[src/rtl/serial_ripple_subtractor.sv]
// Bit-serial ripple-borrow subtractor: diff = op_a - op_b - b_in, one bit per cycle
// through a single borrow flip-flop, with a start/busy/done handshake.
module serial_ripple_subtractor #(
  parameter int BIT_WIDTH = 16
) (
  input  logic                 clk,
  input  logic                 rst,
  input  logic                 start,
  input  logic [BIT_WIDTH-1:0] op_a,
  input  logic [BIT_WIDTH-1:0] op_b,
  input  logic                 b_in,
  output logic                 busy,
  output logic                 done,
  output logic [BIT_WIDTH-1:0] diff,
  output logic                 b_out
);

  // state | meaning
  // IDLE  | waiting for start
  // RUN   | one operand bit processed per cycle, LSB first
  // FIN   | result presented, done pulses; start here is accepted back-to-back
  typedef enum logic [1:0] {IDLE, RUN, FIN} state_t;

  localparam int CW = $clog2(BIT_WIDTH) + 1;

  state_t               state, state_nxt;
  logic [BIT_WIDTH-1:0] sh_a, sh_b, res;
  logic                 br;
  logic [CW-1:0]        cnt;

  logic a0, b0, d_bit, br_nxt, last_bit, accept;

  always_comb begin
    a0       = sh_a[0];
    b0       = sh_b[0];
    d_bit    = a0 ^ b0 ^ br;
    br_nxt   = (~a0 & b0) | (~(a0 ^ b0) & br);
    last_bit = (cnt == CW'(BIT_WIDTH - 1));
    accept   = start && (state != RUN);
  end

  always_ff @(posedge clk) begin
    if (rst) state <= IDLE;
    else     state <= state_nxt;
  end

  always_comb begin
    state_nxt = state;
    busy      = 1'b0;
    done      = 1'b0;
    case (state)
      IDLE: if (start) state_nxt = RUN;
      RUN: begin
        busy = 1'b1;
        if (last_bit) state_nxt = FIN;
      end
      FIN: begin
        done      = 1'b1;
        state_nxt = start ? RUN : IDLE;
      end
      default: state_nxt = IDLE;
    endcase
  end

  // Outputs are loaded on the last RUN edge so they are already valid while done is high.
  always_ff @(posedge clk) begin
    if (rst) begin
      sh_a  <= '0;
      sh_b  <= '0;
      res   <= '0;
      br    <= 1'b0;
      cnt   <= '0;
      diff  <= '0;
      b_out <= 1'b0;
    end else if (accept) begin
      sh_a <= op_a;
      sh_b <= op_b;
      br   <= b_in;
      res  <= '0;
      cnt  <= '0;
    end else if (state == RUN) begin
      sh_a <= {1'b0, sh_a[BIT_WIDTH-1:1]};
      sh_b <= {1'b0, sh_b[BIT_WIDTH-1:1]};
      res  <= {d_bit, res[BIT_WIDTH-1:1]};
      br   <= br_nxt;
      cnt  <= cnt + CW'(1);
      if (last_bit) begin
        diff  <= {d_bit, res[BIT_WIDTH-1:1]};
        b_out <= br_nxt;
      end
    end
  end

endmodule

[config.mk]
export PLATFORM = sky130hd
export DESIGN_NAME = serial_ripple_subtractor
export DESIGN_NICKNAME = d
export VERILOG_FILES = /design/src/rtl/serial_ripple_subtractor.sv
export SDC_FILE = /design/constraint.sdc
export NUM_CORES = 1
export LEC_CHECK = 0
export CAP_MARGIN = 20
export CELL_PAD_IN_SITES_DETAIL_PLACEMENT = 0
export CELL_PAD_IN_SITES_GLOBAL_PLACEMENT = 1
export CORE_MARGIN = 1
export CORE_UTILIZATION = 39
export CTS_CLUSTER_SIZE = 20
export DETAILED_ROUTE_END_ITERATION = 7
export PLACE_DENSITY_LB_ADDON = 0.1
export SYNTH_ARGS = -nofsm -noshare
export SYNTH_HDL_FRONTEND = slang
export SYNTH_SLANG_ARGS = --single-unit
[constraint.sdc]
create_clock -name clk -period 2.5 [get_ports clk]
set_clock_uncertainty 0.15 [all_clocks]
set_input_delay 0.5 -clock clk [delete_from_list [all_inputs] [get_ports clk]]
set_output_delay 0.5 -clock clk [all_outputs]
set_load 0.02 [all_outputs]
### Word level (Yosys, flattened, before mapping)

Index checks and enable logic that the tools add are counted.

| word-level totals | value |
|---|---|
| flip-flop bits (word level) | 73 |
| input port bits | 36 |
| output and inout bits | 19 |
| word-level logic and storage cells | 41 |

| operators by class | value |
|---|---|
| add/subtract/negate cells | 1 |
| equal/unequal tests | 6 |
| muxes and demuxes | 12 |
| bitwise gates (word level) | 8 |
| reductions and logical operators | 6 |

Operators by type and width:

| cell | number |
|---|---|
| 16-bit two-way mux | 4 |
| 2-bit case mux with 3 select lines | 1 |
| 5-bit by 1-bit adder with 5-bit output, second input constant | 1 |
| 5-bit by 4-bit equality test with 1-bit output, second input constant | 1 |
| 1-bit two-way mux | 5 |
| 2-bit two-way mux | 2 |
| 2-bit != test, second input constant | 2 |
| 1-bit inverter | 3 |
| 3-bit AND reduction | 1 |
| 1-bit AND | 2 |
| 2-bit by 1-bit equality test with 1-bit output, second input constant | 1 |
| 2-bit equality test, second input constant | 1 |
| 2-bit zero test | 1 |
| 2-bit by 1-bit != test with 1-bit output, second input constant | 1 |
| 2-bit AND reduction | 1 |
| 2-bit nonzero test | 1 |
| 2-bit OR reduction | 1 |
| 1-bit bitwise XOR | 2 |
| 1-bit logical AND | 1 |
| 1-bit OR | 1 |

### Longest topological paths before layout

Gate-level depths: netlist (run 1).

| depth | value |
|---|---|
| word-level depth | 6 |
| gate-level depth with buffers | 7 |
| gate-level depth less buffers | 6 |

### Worst setup path after synthesis (run 1)

Ideal clock, no wire load.

| timing | value |
|---|---|
| kind | register -> register |
| start | register cnt[0] |
| end | register diff[10] |
| setup time | 59 ps |
| arrival time | 1524 ps |
| required time | 2291 ps |
| slack | 767 ps |
| cell stages (with the launch flop) | 8 |
| path buffers | 1 |
| period minus slack after synthesis | 1733 ps |
| cells stage by stage | dfxtp_1 > ha_1 > and3_1 > ha_1 > nand3b_1 > nor2_2 > buf_4 > a22o_1 |

| between the ends | value |
|---|---|
| longest elaborated chain between the ends | 2 |

Ends and longest elaborated chain:

| item | RTL line | source |
|---|---|---|
| from (decl) | 29 | `logic [CW-1:0] cnt;` |
| from (signal assigned) | 86 | `cnt <= cnt + CW'(1);` |
| 5-bit by 4-bit equality test with 1-bit output | 38 | `last_bit = (cnt == CW'(BIT_WIDTH - 1));` |
| 3-bit AND reduction (no source line) | n/a |  |
| to (signal assigned) | 88 | `diff <= {d_bit, res[BIT_WIDTH-1:1]};` |
| to (decl) | 14 | `output logic [BIT_WIDTH-1:0] diff,` |

Every way passes these cells.
A chain may end at the register's enable or synchronous reset.

### Final worst setup path (run 1)

| timing | value |
|---|---|
| start | register state[0] |
| end | output port busy |

| between the ends | value |
|---|---|
| longest elaborated chain between the ends | 2 |

Ends and longest elaborated chain:

| item | RTL line | source |
|---|---|---|
| from (decl) | 26 | `state_t state, state_nxt;` |
| from (signal assigned) | 44 | `else state <= state_nxt;` |
| 2-bit by 1-bit equality test with 1-bit output | 51 | `case (state)` |
| 1-bit two-way mux | 51 |  |
| to (decl) | 12 | `output logic busy,` |

Every way passes these cells.

==> results.md, run 1 <==
- Resized cells post-CTS: 0
- Most frequent cells in the layout: dfxtp_1, clkdlybuf4s50_1, nor2_1, nand2_1, mux2i_1
- Drt first pass iters: 4
- Vias in the first global route: ~2100
- Tightest Pin Transition: 769 ps
- Clock Sinks: 72
- H-tree depth: 3
- Period minus WS final: 2240 ps
- Synth area leader: dfxtp_1
- Reg2reg start: cnt[0]
- Top-area cell type share of the netlist area: 50.9%
- DR iter-0 viols: 68
- Post-synth cell types: 32
- Sequential share of the synthesized area: between 50% and 60%
- Clock root cell: clkbuf_8
- Fmax: between 400 and 500 MHz
- Multi-input gate area: 0.00123 mm^2
- Synth warn: 0
- Crit path DAT: about 1600 ps
- # hold bufs at CTS: 0
- Register area: 0.00144 mm^2
- Synth Area per Inst: just under 10 um^2
- Most common cell after layout, fill and taps aside: dfxtp_1
- Placed Instance Area: 0.00341 mm^2
- Die Y: 87.2 um
- Area growth syn-to-layout: 30.0%
- RSZ-0062 raised after global routing: false
- Core box area: 0.00691 mm^2
- Ant. Diodes: 0
- Cells after synthesis: 288
- Peak VDD IR: 369 uV
- Final setup violation count: 0
- Worst Setup SP: state[0]
- Vias per cell: 4.97
- Clk Latency, worst-skew pair: 340 ps
- GPL Wtd Cong: 0.687
- CTS clk-pin slew, worst paths: 70 ps
- Nets: 375
- WP data required: 1850 ps
- Final Hold Violating Endpoints: 0
- Initial antenna violation count: 0
- Max-cap violations: 0
- # fillers: ~680
- Die width: about 87 um
- First-pass GRT wire length: 9750 um
- Synth Register Bits: 72
- Drt drc: 0
- Die area: 0.00760 mm^2
- DRT antenna net count: 0
- Final Cell Area: 0.00368 mm^2
- Post-Syn Area: 0.00283 mm^2
- Slack of the critical path: 264 ps
- Row count: 30
- Placed Instances: between 400 and 500
- Largest cells by area after synthesis: dfxtp_1, mux2i_1, a211oi_1
- Worst Setup End Kind: output pin
- Number of buffers created by CTS: 9
- Hold/Removal Path Class: flip-flop to flip-flop
- CTS tree: yes
- Worst Path Max Fanout: 5
- IO Pins: 55
- DP Worst Slack: 337 ps
- LEAKAGE: 1.43 nW
- Worst hold margin: 316 ps
- Max clock buf depth: 2
- PortBufs: 54
- Initial Util: 41.0%
- Vias: 2171
- Setup CP Type: flip-flop to output pin
- Fin Setup TNS: 0 ps
- Period utilization: 89.5%
- Setup repair bufs after CTS: 0
- Total track usage: roughly 17%
- Rel. slew slack: 48.7%
- Total grt overflow: 0
- Largest net degree at the start of global routing: 82
- Critical Path Start Type: flip-flop
- Slew Viols, Final: 0
- DP HPWL: 3560 um
- WL final: 5720 um
- Layout cells sized above 1: 7.92%
- Final std cells w/o fill: 437
- PD cells: roughly 740 mW/mm^2
- Syn Nets: 327
- Hold path startpoint: res[1]
- Wire per inst: 13.1 um
- Outcome: complete, no violations
==> flip-flops by register name, summed over array words and instances, names as in the netlist <==
name / count
state: 2
br: 1
cnt: 5
sh_b: 16
sh_a: 16
diff: 16
res: 15
b_out: 1
==> layer usage <==
layer | vias to the layer above | GRT usage [%] | routed length, um
met5 | - | 0 | 0
met4 | 0 | 5.81 | 72
met3 | 6 | 6.26 | 228
met2 | 37 | 28.6 | 2810
met1 | 1022 | 19.5 | 2610
li1 | 1106 | - | -
==> kinds of logic after synthesis <==
logic type | Yosys count | synth area share [%]
simple gates | 79 | 11.4
mux | 32 | 11.3
flops | 72 | 50.9
fa+ha+maj | 3 | 1.59
compound gates | 71 | 18.5
buf+inv | 29 | 5.70
xor+xnor | 2 | 0.619
==> path summary, 6_finish.rpt <==
check,endpoint,slack [ps],cells past startpoint
setup reg to reg,b_out,380,6
hold / removal,res[1],320,2
hold reg to reg,res[1],320,2
setup / recovery,busy,260,3
==> report_power, final <==
group	total (mW)	leakage [nW]	switching (mW)	internal, mW
Clock	1.22	0.130	0.427	0.792
Sequential	1.23	0.588	0.0305	1.20
Combinational	0.266	0.714	0.136	0.130
==> through the flow <==
stage          power [mW]  util [%]
2_1_floorplan        1.43         -
3_3_place_gp         1.53      49.4
3_5_place_dp         1.53      49.4
4_1_cts              2.75      53.3
5_1_grt              2.84      53.3
6_report             2.72      53.3
==> final cells by class <==
type,instances,share of cell area [%]
clock buffers,11,3.84
repair buffers,60,16.1
multi-input cells,187,33.4
clock inverters,5,3.47
inverters,6,0.680
flip-flops and latches,72,39.2
well taps,96,3.27
==> synthesized netlist by cell type <==
cell type and number:
xor2_1 1, nor3_1 2, o21ai_0 1, clkbuf_1 4
or3_1 1, buf_6 3, and3_1 1, mux2i_1 32
a211oi_2 1, a21o_1 1, ha_1 2, nand2_1 34
nor2_1 34, nor2b_1 1, a21oi_4 1, xnor2_1 1
a21oi_1 18, fa_1 1, buf_1 2, buf_2 10
nand3b_1 2, a22o_1 16, inv_4 1, nand2b_1 1
a2bb2oi_1 1, nor2_2 1, inv_1 5, nand3_1 2
buf_4 4, o211a_1 1, dfxtp_1 72, a211oi_1 31
==> critical path: stages (launching register included) <==
cell	delay (ps)
dfxtp_1	470
nand2b_2	120
inv_4	60
clkdlybuf4s50_1	590
Power figures use the tool's default switching activity.
==> run 2: changes to the inputs <==
Settings changed: REMOVE_ABC_BUFFERS set to 1.
==> results.md, run 2 (synthesized netlist as in run 1, its figures left out) <==
- Tightest Pin Transition: 680 ps
- Setup CP Type: flip-flop to output pin
- First-pass GRT wire length: slightly above 9000 um
- PD cells: 757 mW/mm^2
- H-tree depth: 3
- PortBufs: 54
- Drt drc: 0
- Period minus WS final: 2180 ps
- Fmax: 459 MHz
- CTS tree: yes
- Placed Instance Area: 0.00340 mm^2
- Peak VDD IR: between 300 and 400 uV
- Vias: around 2100
- Vias in the first global route: 2026
- Clk Latency, worst-skew pair: between 300 and 400 ps
- Max clock buf depth: 2
- Leading registers by flop count: diff: 16 flops, sh_a: 16 flops, sh_b: 16 flops
- Hold/Removal Path Class: flip-flop to flip-flop
- # hold bufs at CTS: 0
- Rel. slew slack: 54.6%
- Clock root cell: clkbuf_8
- Critical Path Start Type: flip-flop
- Die width: 87.2 um
- Vias per cell: approximately 5
- Final Util: 53.3%
- Initial antenna violation count: 0
- Worst Setup End Kind: output pin
- DR iter-0 viols: 43
- LEAKAGE: 1.44 nW
- Final setup violation count: 0
- Ant. Diodes: 0
- Final std cells w/o fill: 437
- Resized cells post-CTS: 0
- DP Worst Slack: ~350 ps
- Max-cap violations: 0
- CTS clk-pin slew, worst paths: 70 ps
- Area growth syn-to-layout: 30.0%
- Drt first pass iters: 4
- Largest net degree at the start of global routing: 62
- Initial Util: about two fifths
- Number of buffers created by CTS: 9
- Wire per inst: 12.4 um
- Nets: 375
- Worst hold margin: 314 ps
- IO Pins: 55
- Crit path DAT: 1530 ps
- WP data required: 1850 ps
- Outcome: complete, no violations
- Die Y: roughly 87 um
- DP HPWL: 3420 um
- Pwr Total: 2.78 mW
- Die area: 0.00760 mm^2
- Setup repair bufs after CTS: 0
- DRT antenna net count: 0
- Fin Setup TNS: 0 ps
- Placed Instances: 421
- Final Hold Violating Endpoints: 0
- Core box area: 0.00691 mm^2
- Period utilization: 87.1%
- Slew Viols, Final: 0
- Clock Sinks: 72
- Total track usage: 15.8%
- RSZ-0062 raised after global routing: false
- GPL Wtd Cong: 0.682
- Most frequent cells in the layout: dfxtp_1, clkdlybuf4s50_1, nor2_1, nand2_1, mux2i_1
- Slack of the critical path: 321 ps
- Most common cell after layout, fill and taps aside: dfxtp_1
- Row count: 30
- Layout cells sized above 1: 7.92%
- Worst Path Max Fanout: 4
- WL final: between 5000 and 6000 um
- Final Cell Area: 0.00368 mm^2
- Total grt overflow: 0
run 2: critical path: stages, from the launching register on:
cell and delay (ps):
dfxtp_1 330, nand2b_2 210, inv_4 60, clkdlybuf4s50_1 590
run 2: power breakdown:
group	total (mW)	switching, mW	internal [mW]
registers	1.23	0.0301	1.20
logic	0.262	0.134	0.129
clock network	1.29	0.427	0.864
run 2: worst paths after layout:
| check | from | slack (ps) | cells after the start | end |
|---|---|---|---|---|
| max reg2reg | cnt[0] | 390 | 6 | b_out |
| min reg2reg | diff[0] | 310 | 2 | diff[0] |
| max | state[1] | 320 | 3 | busy |
| min | diff[0] | 310 | 2 | diff[0] |
run 2: layout make-up:
cell class,instances,area (um^2)
multi-input cells,187,1230
well taps,96,120
clock buffers,10,128
repair buffers,60,581
clock inverters,6,155
inverters,6,25.0
fillers,656,3230
flip-flops and latches,72,1440
run 2: layer usage:
layer,routed length [um],vias to the layer above,part of all wire (%),GRT usage [%]
met4,99,0,1.8,7.15
li1,-,1111,-,-
met5,0,-,0,0
met2,2450,41,45,25.7
met1,2660,982,49,19.4
met3,197,10,3.6,4.55
